<file path="config.mk">
export PLATFORM = sky130hd
export DESIGN_NAME = frame_buffer_ctrl
export DESIGN_NICKNAME = d
export VERILOG_FILES = /design/src/rtl/frame_buffer_ctrl.sv
export SDC_FILE = /design/constraint.sdc
export NUM_CORES = 1
export LEC_CHECK = 0
export BUFFER_PORTS_ARGS = -buffer_cell sky130_fd_sc_hd__buf_2
export CORE_UTILIZATION = 47
export DETAILED_ROUTE_END_ITERATION = 12
export PLACE_DENSITY = 0.82
export SLEW_MARGIN = 20
export SYNTH_ARGS = -nofsm -noshare
export SYNTH_HDL_FRONTEND = slang
export SYNTH_SLANG_ARGS = --single-unit
</file>
<file path="constraint.sdc">
create_clock -name clk -period 1.8 [get_ports clk]
set_input_delay 0.45 -clock clk [delete_from_list [all_inputs] [get_ports clk]]
set_output_delay 0.45 -clock clk [all_outputs]
set_load 0.005 [all_outputs]
</file>
<file path="src/rtl/frame_buffer_ctrl.sv">
// -----------------------------------------------------------------------------
// frame_buffer_ctrl
//   Double-buffered framebuffer controller sitting behind the alpha blender.
//   Shares one synchronous 24-bit SRAM port between blender read-modify-write
//   traffic (back buffer) and display scan-out reads (front buffer). The two
//   buffers swap on the first display vsync after the blender reports a
//   finished frame.
//
// Ports
//   clk, reset                 clock (rising edge), async active-low reset
//   pixel_number, read, write  blender request; held until blend_ack
//   write_r/g/b                blender write data
//   frame_done                 blender finished drawing the back buffer
//   blend_ack                  blender request accepted this cycle (comb.)
//   read_valid, read_r/g/b     blender read return (registered, 1-cycle pulse)
//   disp_req, disp_addr        display read request (always accepted)
//   disp_vsync                 display vertical sync
//   disp_valid, disp_r/g/b     display read return (registered, 1-cycle pulse)
//   front_sel                  buffer currently scanned out
//   frame_swapped              1-cycle pulse when the buffers swap
//   mem_addr/we/re/wdata       SRAM command, registered, {buffer, pixel}
//   mem_rdata                  SRAM read data
//
// Read timing: a read accepted in cycle N drives mem_re in N+1. mem_rdata is
// captured MEM_LAT cycles after acceptance (cycle N+MEM_LAT) and the result
// register presents it with its valid pulse in cycle N+MEM_LAT+1. A tag
// pipeline of MEM_LAT stages plus the output stage tracks which reads are in
// flight, who issued them and whether they were out of range.
// -----------------------------------------------------------------------------
module frame_buffer_ctrl #(
  parameter int ADDR_W    = 19,
  parameter int PIX_COUNT = 307200,
  parameter int MEM_LAT   = 2
) (
  input  logic              clk,
  input  logic              reset,
  input  logic [ADDR_W-1:0] pixel_number,
  input  logic              read,
  input  logic              write,
  input  logic [7:0]        write_r,
  input  logic [7:0]        write_g,
  input  logic [7:0]        write_b,
  input  logic              frame_done,
  output logic              blend_ack,
  output logic              read_valid,
  output logic [7:0]        read_r,
  output logic [7:0]        read_g,
  output logic [7:0]        read_b,
  input  logic              disp_req,
  input  logic [ADDR_W-1:0] disp_addr,
  input  logic              disp_vsync,
  output logic              disp_valid,
  output logic [7:0]        disp_r,
  output logic [7:0]        disp_g,
  output logic [7:0]        disp_b,
  output logic              front_sel,
  output logic              frame_swapped,
  output logic [ADDR_W:0]   mem_addr,
  output logic              mem_we,
  output logic              mem_re,
  output logic [23:0]       mem_wdata,
  input  logic [23:0]       mem_rdata
);

  // Compare one bit wider so PIX_COUNT == 2**ADDR_W still works.
  localparam logic [ADDR_W:0] PIX_LIM = (ADDR_W + 1)'(PIX_COUNT);

  typedef enum logic {
    S_IDLE    = 1'b0,
    S_PENDING = 1'b1
  } swap_state_e;

  typedef struct packed {
    logic valid;
    logic disp;   // 1: display read, 0: blender read
    logic oor;    // out of range: return zero, SRAM was not accessed
  } tag_t;

  swap_state_e state_q, state_d;
  logic        front_sel_q, front_sel_d;
  logic        swapped_q, swap_now;
  logic        swap_pending;

  logic              disp_in_range, blend_in_range;
  logic              ack;
  tag_t              tag_in;
  tag_t [MEM_LAT-1:0] tag_q;
  tag_t              tag_ret;

  logic [ADDR_W:0] mem_addr_q, mem_addr_d;
  logic            mem_we_q, mem_we_d;
  logic            mem_re_q, mem_re_d;
  logic [23:0]     mem_wdata_q, mem_wdata_d;

  logic        read_valid_q, disp_valid_q;
  logic [23:0] read_rgb_q, disp_rgb_q;

  // ---------------------------------------------------------------------------
  // Swap FSM
  // ---------------------------------------------------------------------------
  assign swap_pending = (state_q == S_PENDING);

  always_comb begin
    state_d  = state_q;
    swap_now = 1'b0;
    case (state_q)
      S_IDLE: begin
        if (frame_done) begin
          // Frame finished exactly on vsync: swap right away.
          if (disp_vsync) swap_now = 1'b1;
          else            state_d  = S_PENDING;
        end
      end
      S_PENDING: begin
        if (disp_vsync) begin
          swap_now = 1'b1;
          state_d  = S_IDLE;
        end
      end
      default: state_d = S_IDLE;
    endcase
  end

  assign front_sel_d = front_sel_q ^ swap_now;

  always_ff @(posedge clk or negedge reset) begin
    if (!reset) begin
      state_q     <= S_IDLE;
      front_sel_q <= 1'b0;
      swapped_q   <= 1'b0;
    end else begin
      state_q     <= state_d;
      front_sel_q <= front_sel_d;
      swapped_q   <= swap_now;
    end
  end

  // ---------------------------------------------------------------------------
  // Request arbitration and SRAM command
  // ---------------------------------------------------------------------------
  assign disp_in_range  = ({1'b0, disp_addr}    < PIX_LIM);
  assign blend_in_range = ({1'b0, pixel_number} < PIX_LIM);
  assign ack            = (read | write) & ~disp_req & ~swap_pending;

  always_comb begin
    mem_addr_d  = mem_addr_q;
    mem_we_d    = 1'b0;
    mem_re_d    = 1'b0;
    mem_wdata_d = mem_wdata_q;
    tag_in      = '0;
    if (disp_req) begin
      tag_in.valid = 1'b1;
      tag_in.disp  = 1'b1;
      tag_in.oor   = ~disp_in_range;
      if (disp_in_range) begin
        mem_re_d   = 1'b1;
        mem_addr_d = {front_sel_q, disp_addr};
      end
    end else if (ack) begin
      if (write) begin
        // Write wins when read and write are both raised.
        if (blend_in_range) begin
          mem_we_d    = 1'b1;
          mem_addr_d  = {~front_sel_q, pixel_number};
          mem_wdata_d = {write_r, write_g, write_b};
        end
      end else begin
        tag_in.valid = 1'b1;
        tag_in.disp  = 1'b0;
        tag_in.oor   = ~blend_in_range;
        if (blend_in_range) begin
          mem_re_d   = 1'b1;
          mem_addr_d = {~front_sel_q, pixel_number};
        end
      end
    end
  end

  always_ff @(posedge clk or negedge reset) begin
    if (!reset) begin
      mem_addr_q  <= '0;
      mem_we_q    <= 1'b0;
      mem_re_q    <= 1'b0;
      mem_wdata_q <= '0;
    end else begin
      mem_addr_q  <= mem_addr_d;
      mem_we_q    <= mem_we_d;
      mem_re_q    <= mem_re_d;
      mem_wdata_q <= mem_wdata_d;
    end
  end

  // ---------------------------------------------------------------------------
  // In-flight read tracking and result registers
  // ---------------------------------------------------------------------------
  always_ff @(posedge clk or negedge reset) begin
    if (!reset) begin
      tag_q <= '0;
    end else begin
      tag_q[0] <= tag_in;
      for (int i = 1; i < MEM_LAT; i++) begin
        tag_q[i] <= tag_q[i-1];
      end
    end
  end

  assign tag_ret = tag_q[MEM_LAT-1];

  always_ff @(posedge clk or negedge reset) begin
    if (!reset) begin
      read_valid_q <= 1'b0;
      disp_valid_q <= 1'b0;
      read_rgb_q   <= '0;
      disp_rgb_q   <= '0;
    end else begin
      read_valid_q <= tag_ret.valid & ~tag_ret.disp;
      disp_valid_q <= tag_ret.valid &  tag_ret.disp;
      if (tag_ret.valid & ~tag_ret.disp) begin
        read_rgb_q <= tag_ret.oor ? 24'h0 : mem_rdata;
      end
      if (tag_ret.valid & tag_ret.disp) begin
        disp_rgb_q <= tag_ret.oor ? 24'h0 : mem_rdata;
      end
    end
  end

  // ---------------------------------------------------------------------------
  // Outputs
  // ---------------------------------------------------------------------------
  assign blend_ack     = ack;
  assign read_valid    = read_valid_q;
  assign read_r        = read_rgb_q[23:16];
  assign read_g        = read_rgb_q[15:8];
  assign read_b        = read_rgb_q[7:0];
  assign disp_valid    = disp_valid_q;
  assign disp_r        = disp_rgb_q[23:16];
  assign disp_g        = disp_rgb_q[15:8];
  assign disp_b        = disp_rgb_q[7:0];
  assign front_sel     = front_sel_q;
  assign frame_swapped = swapped_q;
  assign mem_addr      = mem_addr_q;
  assign mem_we        = mem_we_q;
  assign mem_re        = mem_re_q;
  assign mem_wdata     = mem_wdata_q;

endmodule

</file>
---- Yosys cells after proc, flatten, opt, wreduce, memory -nomap -nowiden ----
Index checks and enable logic that the tools add are counted.
W data, S select, Z words.
word-level totals
  bits in registers ....................... 105
  output and inout bits ................... 99
  word-level logic and storage cells ...... 58
operators by class
  $lt $le $gt $ge ......................... 2
  equality and inequality tests ........... 1
  muxes and demuxes ....................... 22
  bitwise logic cells ..................... 12
  reductions and logical operators ........ 4
operators with widths
  kind                    number
  $mux W20                4
  $lt A19 B19 Y1 const B  2
  $mux W24                1
  $mux W1                 12
  $mux W3                 3
  $not A1 Y1              6
  $and A1 B1 Y1           4
  $pmux W1 S2             2
  $reduce_and A4 Y1       1
  $reduce_bool A2 Y1      2
  $reduce_and A3 Y1       1
  $ne A2 B1 Y1 const B    1
  $or A1 B1 Y1            1
  $xor A1 B1 Y1           1

---- Logic depth before layout (Yosys ltp) ----
Gate-level depths: netlist (run 1).
  depth in word-level cells ............... 5
  depth in mapped cells ................... 7
  depth with buffers taken out ............ 5

---- Worst setup path before layout (run 1) ----
Ideal clock, no wire load.
  kind .................................... in2reg
  start point ............................. in disp_req
  end point ............................... reg mem_addr_q[19], in the netlist mem_addr[19]
  library setup time ...................... 0.126 ns
  arrival time ............................ 1.513 ns
  required time ........................... 1.674 ns
  slack ................................... 0.161 ns
  stages .................................. 6
  path through ............................ buf_6 or3_1 buf_6 clkinv_4 o22ai_4 a221o_1
between the ends
  cells in the longest elaborated chain, start to end .. 5
  elaborated cells between the ends (all ways) .. 8
  those cells by class .................... eq/ne: 1; mux: 1; bitwise: 3; reduce/logical: 3
RTL lines
  item                          RTL line  text
  start, declared               49        input logic disp_req,
  $not A1 Y1 (no line)          -
  $and A1 B1 Y1 (2 in series)   143       assign ack = (read | write) & ~disp_req & ~swap_pending;
  named net blend_ack           44        output logic blend_ack,
  $reduce_bool A2 Y1 (no line)  -
  $reduce_and A3 Y1 (no line)   -
  end signal, assigned          186       mem_addr_q <= mem_addr_d;
  end, declared                 90        logic [ADDR_W:0] mem_addr_q, mem_addr_d;
The timed path passes the listed nets, and every way through them passes these cells.
A chain may end at the register's enable or synchronous reset.

---- Worst setup path after layout (run 1) ----
  start point ............................. reg state_q
  end point ............................... out blend_ack
between the ends
  cells in the longest elaborated chain, start to end .. 2
RTL lines
  item                    RTL line  text
  start, declared         79        swap_state_e state_q, state_d;
  start signal, assigned  132       state_q <= state_d;
  $not A1 Y1              -
  $and A1 B1 Y1           143
  end, declared           44
No other way between the ends.

==> results of run 1 <==
stage by stage:
step	hold slack [ns]	utilization (%)	cell area [um^2]	std cells
after floorplan	0.1544	-	4212	363
after global placement	0.3323	61.14	5306	654
after detailed placement	0.3362	61.14	5306	654
after CTS	0.01924	63.26	5490	670
after global routing	0.03519	63.35	5498	671
final	0.008936	63.35	5498	671
cell usage after synthesis, drive strengths merged, types with 6 or more instances:
cell type,count
dfrtp,105
nand2,55
o21ai,52
nand2b,25
mux2,24
inv,22
a21oi,19
o32ai,17
clkbuf,12
buf,9
nor2,6
sequential cells by signal (all words and copies together), names as in the netlist:
name / count
disp_rgb_q: 24
read_valid: 1
mem_wdata: 24
tag_q: 6
mem_re: 1
state_q: 1
mem_addr: 20
mem_we: 1
read_rgb_q: 24
disp_valid: 1
front_sel: 1
frame_swapped: 1
per-layer routing:
layer,track usage [%],vias up,wire (um)
met5,0,-,0
met4,7.807,0,205
met3,4.841,21,689
met2,36.73,161,4631
met1,28.68,1594,4156
li1,-,1619,-
logic make-up (layout without fill, tap and decap cells):
logic type | after synthesis | after routing
AOI/OAI and AO/OA | 97 | 97
DFF | 105 | 105
muxes | 24 | 24
xor gates and xnor gates | 1 | 1
and+or+nand+nor | 92 | 92
buffers and inverters | 44 | 244
worst paths after layout:
path / to / cells after the start
setup reg to reg: mem_addr[13]$_DFFE_PN0P_ / 4
hold / removal: read_rgb_q[7]$_DFFE_PN0P_ / 1
hold reg to reg: tag_q[4]$_DFF_PN0_ / 0
max in group asynchronous: disp_rgb_q[21]$_DFFE_PN0P_ / 2
min in group clk: state_q$_DFF_PN0_ / 2
setup / recovery: blend_ack / 3
worst reg2reg max path, stage by stage (launching register included):
cell     delay [ns]
dfrtp_1        0.40
or3_4          0.39
buf_4          0.23
o32ai_1        0.39
a21oi_1        0.08
final cells by class:
class,instances,area [um^2]
clock inverter,5,37.54
clock buffer,11,141.4
multi-input combinational,214,1364
inverter,23,91.34
fill,734,3181
timing repair buffer,205,1101
tap,108,135.1
sequential,105,2628
power by group through the flow:
stage	sequential (mW)	clock, mW	combinational (mW)
after detailed placement	3.04	0	1.27
final	3.00	1.35	1.25
after CTS	3.00	1.39	1.27
after global placement	3.02	0	1.22
after floorplan	3.07	0	0.509
after global routing	3.05	1.49	1.40
timing repair:
action | in CTS | in global routing
cloned | 0 | 0
pin swaps | 0 | 0
endpoints found under the setup margin | 1 | 1
hold endpoints to repair | 0 | 0
setup buffers | 0 | 1
hold buffers | 0 | 0
gates resized for setup | 1 | 0
==> flow_summary.json, run 1 <==
{
  "cp_top_family": "flip-flops",
  "crit_buf_inv": 2,
  "grt_first_pass_wirelength_mm": 16.82,
  "ys_types": 30,
  "power.share.clock_pct": 24.1,
  "slowest_delay_ns": 0.40,
  "cts_buffers": 9,
  "htreeDepth": 3,
  "fp.dieH_um": 96.66,
  "clk_transition_reported_paths_ns": 0.10,
  "mostFrequentLayoutCell": "buf_2",
  "ys.warnings.count": 0,
  "tightest_slew_ns": 0.8489,
  "cts_tree": "done",
  "port_buffers": 191,
  "mappedNetlistArea_um2": 4212,
  "setup_violations": 0,
  "hold_class": "in2async",
  "wire_per_inst_um": 14.43,
  "synthSimpleGateAreaFrac_pct": 10.31,
  "grt_overflow_total": 0,
  "async_reset_ff_share_pct": 100.0,
  "grt_setup_unrepaired": "no",
  "critPathLaunchType": "register",
  "drive_above_1_share_pct": 45.47,
  "dp_hpwl_mm": 7.164,
  "synth_xor_area_share_pct": 0.2080,
  "setup_slack_ns": 0.04641,
  "switchingPower_mw": 1.624,
  "synth_top_area_cell": "dfrtp_1",
  "area_delta_synth_final_pct": 30.54,
  "avgSynthCellArea_um2": 11.60,
  "hold_viol": 0,
  "seq_power_share_pct": 53.6,
  "coreArea_um2": 8678,
  "initial_utilization_pct": 48.53,
  "fin_setup_tns_ns": 0,
  "synth_top_cell_area_share_pct": 62.39,
  "synth_adder_area_share_pct": 0,
  "clock_sinks": 105,
  "dieArea_um2": 9343,
  "synth_compound_area_share_pct": 15.33,
  "fin_skew_ns": 0.01401,
  "ctsRootBufferMaster": "clkbuf_8",
  "maxCapViolCount": 0,
  "combPwrFrac_pct": 22.3,
  "clockBufferDepth": 2,
  "post-place-ws_ns": -0.1135,
  "outcome": "finished clean",
  "syn-instance-count": 363,
  "leakage_nw": 2.871,
  "antenna_left": 0,
  "cpMaxStageDelayCell": "dfrtp_1",
  "timing.slew.headroom_pct": 43.40,
  "worstReg2RegStart": "state_q$_DFF_PN0_",
  "yosys-mux-area-fraction_pct": 6.417,
  "grt_usage_pct": 22.12,
  "clk_latency_ns": 0.36,
  "yosysSeqAreaShare_pct": 62.39,
  "irDropWorstVdd_mv": 0.4917,
  "p_int_mw": 3.971,
  "drt-initial-drc-count": 79,
  "io_pins": 192,
  "firstDrtPassIters": 4,
  "worst_ep_required_time_ns": 1.35,
  "ys_ff_latch": 105,
  "path_cells": "or3_4 -> clkinv_4 -> buf_2",
  "yosys_most_used_dff": "dfrtp_1",
  "antenna_found_initial": 0,
  "p_per_area_nw_per_um2": 1018,
  "fin_crit_ns": 1.754,
  "synth_top_family_by_area": "compound AO/OA/AOI/OAI gates",
  "synth_edf_count": 0,
  "cp-end-kind": "output pin",
  "layout_common_cells": "buf_2 (190), dfrtp_1 (105), nand2_1 (55)",
  "grt_max_degree": 50,
  "n_antenna_cell": 0,
  "die_x_um": 96.66,
  "power_mw": 5.595,
  "path_max_fanout": 3,
  "maxSlewViolCount": 0,
  "synth_top_cells_by_area": "dfrtp_1 (62%), mux2_2 (6.4%), o21ai_0 (5.9%)",
  "wirelength_mm": 9.683,
  "switching_share_pct": 29.03,
  "vias": 3395,
  "rrSetupSlack_ns": 0.19,
  "via_per_inst": 5.060,
  "synth_nets": 456,
  "first_global_vias": 3585,
  "fmax_ghz": 0.5703,
  "cp-startpoint": "state_q$_DFF_PN0_",
  "worst_ep_arrival_time_ns": 1.30,
  "drc": 0,
  "gp_congestion": 0.8087,
  "placementRows": 34,
  "finalCritPeriodShare_pct": 97.42,
  "fin_nets": 651,
  "setup.worst_path.class": "reg2out"
}
Power figures use the tool's default switching activity.
==> run 2: changes to the inputs <==
--- a/config.mk
+++ b/config.mk
@@ -6,9 +6,9 @@
 export NUM_CORES = 1
 export LEC_CHECK = 0
 export BUFFER_PORTS_ARGS = -buffer_cell sky130_fd_sc_hd__buf_2
-export CORE_UTILIZATION = 47
+export CORE_UTILIZATION = 50
 export DETAILED_ROUTE_END_ITERATION = 12
-export PLACE_DENSITY = 0.82
+export PLACE_DENSITY = 0.87
 export SLEW_MARGIN = 20
 export SYNTH_ARGS = -nofsm -noshare
 export SYNTH_HDL_FRONTEND = slang
==> constraint.sdc (replaced) <==
create_clock -name clk -period 2.3 [get_ports clk]
set_input_delay 0.575 -clock clk [delete_from_list [all_inputs] [get_ports clk]]
set_output_delay 0.575 -clock clk [all_outputs]
set_load 0.005 [all_outputs]
==> flow_summary.json, run 2 (synthesized netlist as in run 1, its figures left out) <==
{
  "area_delta_synth_final_pct": 29.26,
  "clk_transition_reported_paths_ns": 0.10,
  "firstDrtPassIters": 4,
  "fmax_ghz": 0.5074,
  "outcome": "finished clean",
  "finalCritPeriodShare_pct": 85.68,
  "htreeDepth": 3,
  "layout_common_cells": "buf_2 (190), dfrtp_1 (105), nand2_1 (55)",
  "antenna_left": 0,
  "n_antenna_cell": 0,
  "p_per_area_nw_per_um2": 820.9,
  "vias": 3402,
  "path_max_fanout": 9,
  "worst_ep_required_time_ns": 1.73,
  "rr_worst_depth": 4,
  "post_cts_buffers": 0,
  "grt_max_degree": 52,
  "drt-initial-drc-count": 82,
  "fin_skew_ns": 0.01383,
  "rrSetupSlack_ns": 0.67,
  "wire_per_inst_um": 14.16,
  "gp_congestion": 0.7925,
  "place_area_um2": 5233,
  "io_pins": 192,
  "dp_hpwl_mm": 6.888,
  "cts_buffers": 9,
  "cp-end-kind": "output pin",
  "leakage_nw": 2.841,
  "setup_violations": 0,
  "final_area_um2": 5444,
  "clk_latency_ns": 0.35,
  "grt_usage_pct": 22.43,
  "irDropWorstVdd_mv": 0.5513,
  "grt_first_pass_wirelength_mm": 15.37,
  "ctsRootBufferMaster": "clkbuf_8",
  "drive_above_1_share_pct": 44.78,
  "cts_tree": "done",
  "dp.cells": 645,
  "initial_utilization_pct": 51.52,
  "hold_class": "in2async",
  "die_x_um": 93.78,
  "clockBufferDepth": 2,
  "first_global_vias": 3325,
  "tightest_slew_ns": 0.7991,
  "fin_cells": 661,
  "fin_nets": 644,
  "grt_setup_unrepaired": "no",
  "fp.dieH_um": 93.78,
  "hold_viol": 0,
  "post-place-ws_ns": 0.2907,
  "worst_ep_arrival_time_ns": 1.40,
  "coreArea_um2": 8175,
  "drc": 0,
  "setup_slack_ns": 0.3293,
  "critPathLaunchType": "primary input",
  "setup.worst_path.class": "in2out",
  "dieArea_um2": 8794,
  "clock_sinks": 105,
  "maxSlewViolCount": 0,
  "fin_crit_ns": 1.971,
  "grt_overflow_total": 0,
  "power_mw": 4.469,
  "antenna_found_initial": 0,
  "timing.slew.headroom_pct": 46.57,
  "hold_buffers": 0,
  "fin_setup_tns_ns": 0,
  "mostFrequentLayoutCell": "buf_2",
  "cts_resized": 0,
  "maxCapViolCount": 0,
  "wirelength_mm": 9.357,
  "via_per_inst": 5.147,
  "port_buffers": 191,
  "placementRows": 33
}
-- run 2: cell count changes in the layout (fill, tap and decap cells not counted), sizes merged --
cell | before | now
buf | 205 | 198
bufinv | 0 | 1
clkbuf | 11 | 10
-- run 2: cell type report --
type | count | area, um^2
fill | 651 | 2731
clock inverter | 6 | 73.82
clock buffer | 10 | 137.6
sequential | 105 | 2628
timing repair buffer | 198 | 1023
tap | 105 | 131.4
multi-input combinational | 214 | 1359
inverter | 23 | 91.34
-- run 2: report_power, final --
part	switching [mW]	internal, mW	total [mW]
combinational	0.458	0.488	0.946
clock	0.623	0.547	1.17
sequential	0.183	2.17	2.35
-- run 2: path summary, 6_finish.rpt --
path	endpoint	start
max in group asynchronous	mem_re$_DFF_PN0_	reset
worst min register to register	tag_q[3]$_DFF_PN0_	tag_q[0]$_DFF_PN0_
worst max-delay path	blend_ack	disp_req
worst min-delay path	read_rgb_q[8]$_DFFE_PN0P_	reset
min in group clk	tag_q[3]$_DFF_PN0_	tag_q[0]$_DFF_PN0_
worst max register to register	mem_addr[17]$_DFFE_PN0P_	state_q$_DFF_PN0_
-- run 2: per-layer routing --
metal  GRT usage [%]  vias to the layer above  wire [um]
met5               0                        -          0
met4           7.308                        0        101
met3           4.935                       10        733
met2           38.50                      148       4668
met1           28.09                     1637       3854
li1                -                     1607          -
-- run 2: critical path, cell delays in order --
cell and delay [ns]:
buf_2 0.18, or3_1 0.45, clkinv_4 0.09, buf_2 0.10
-- run 2: metrics by stage --
stage	hold WS [ns]	utilization (%)
6_report	0.1453	66.59
3_5_place_dp	0.3364	64.00
4_1_cts	0.1452	66.59
3_3_place_gp	0.3337	64.00
5_1_grt	0.1587	66.59
2_1_floorplan	0.2794	-
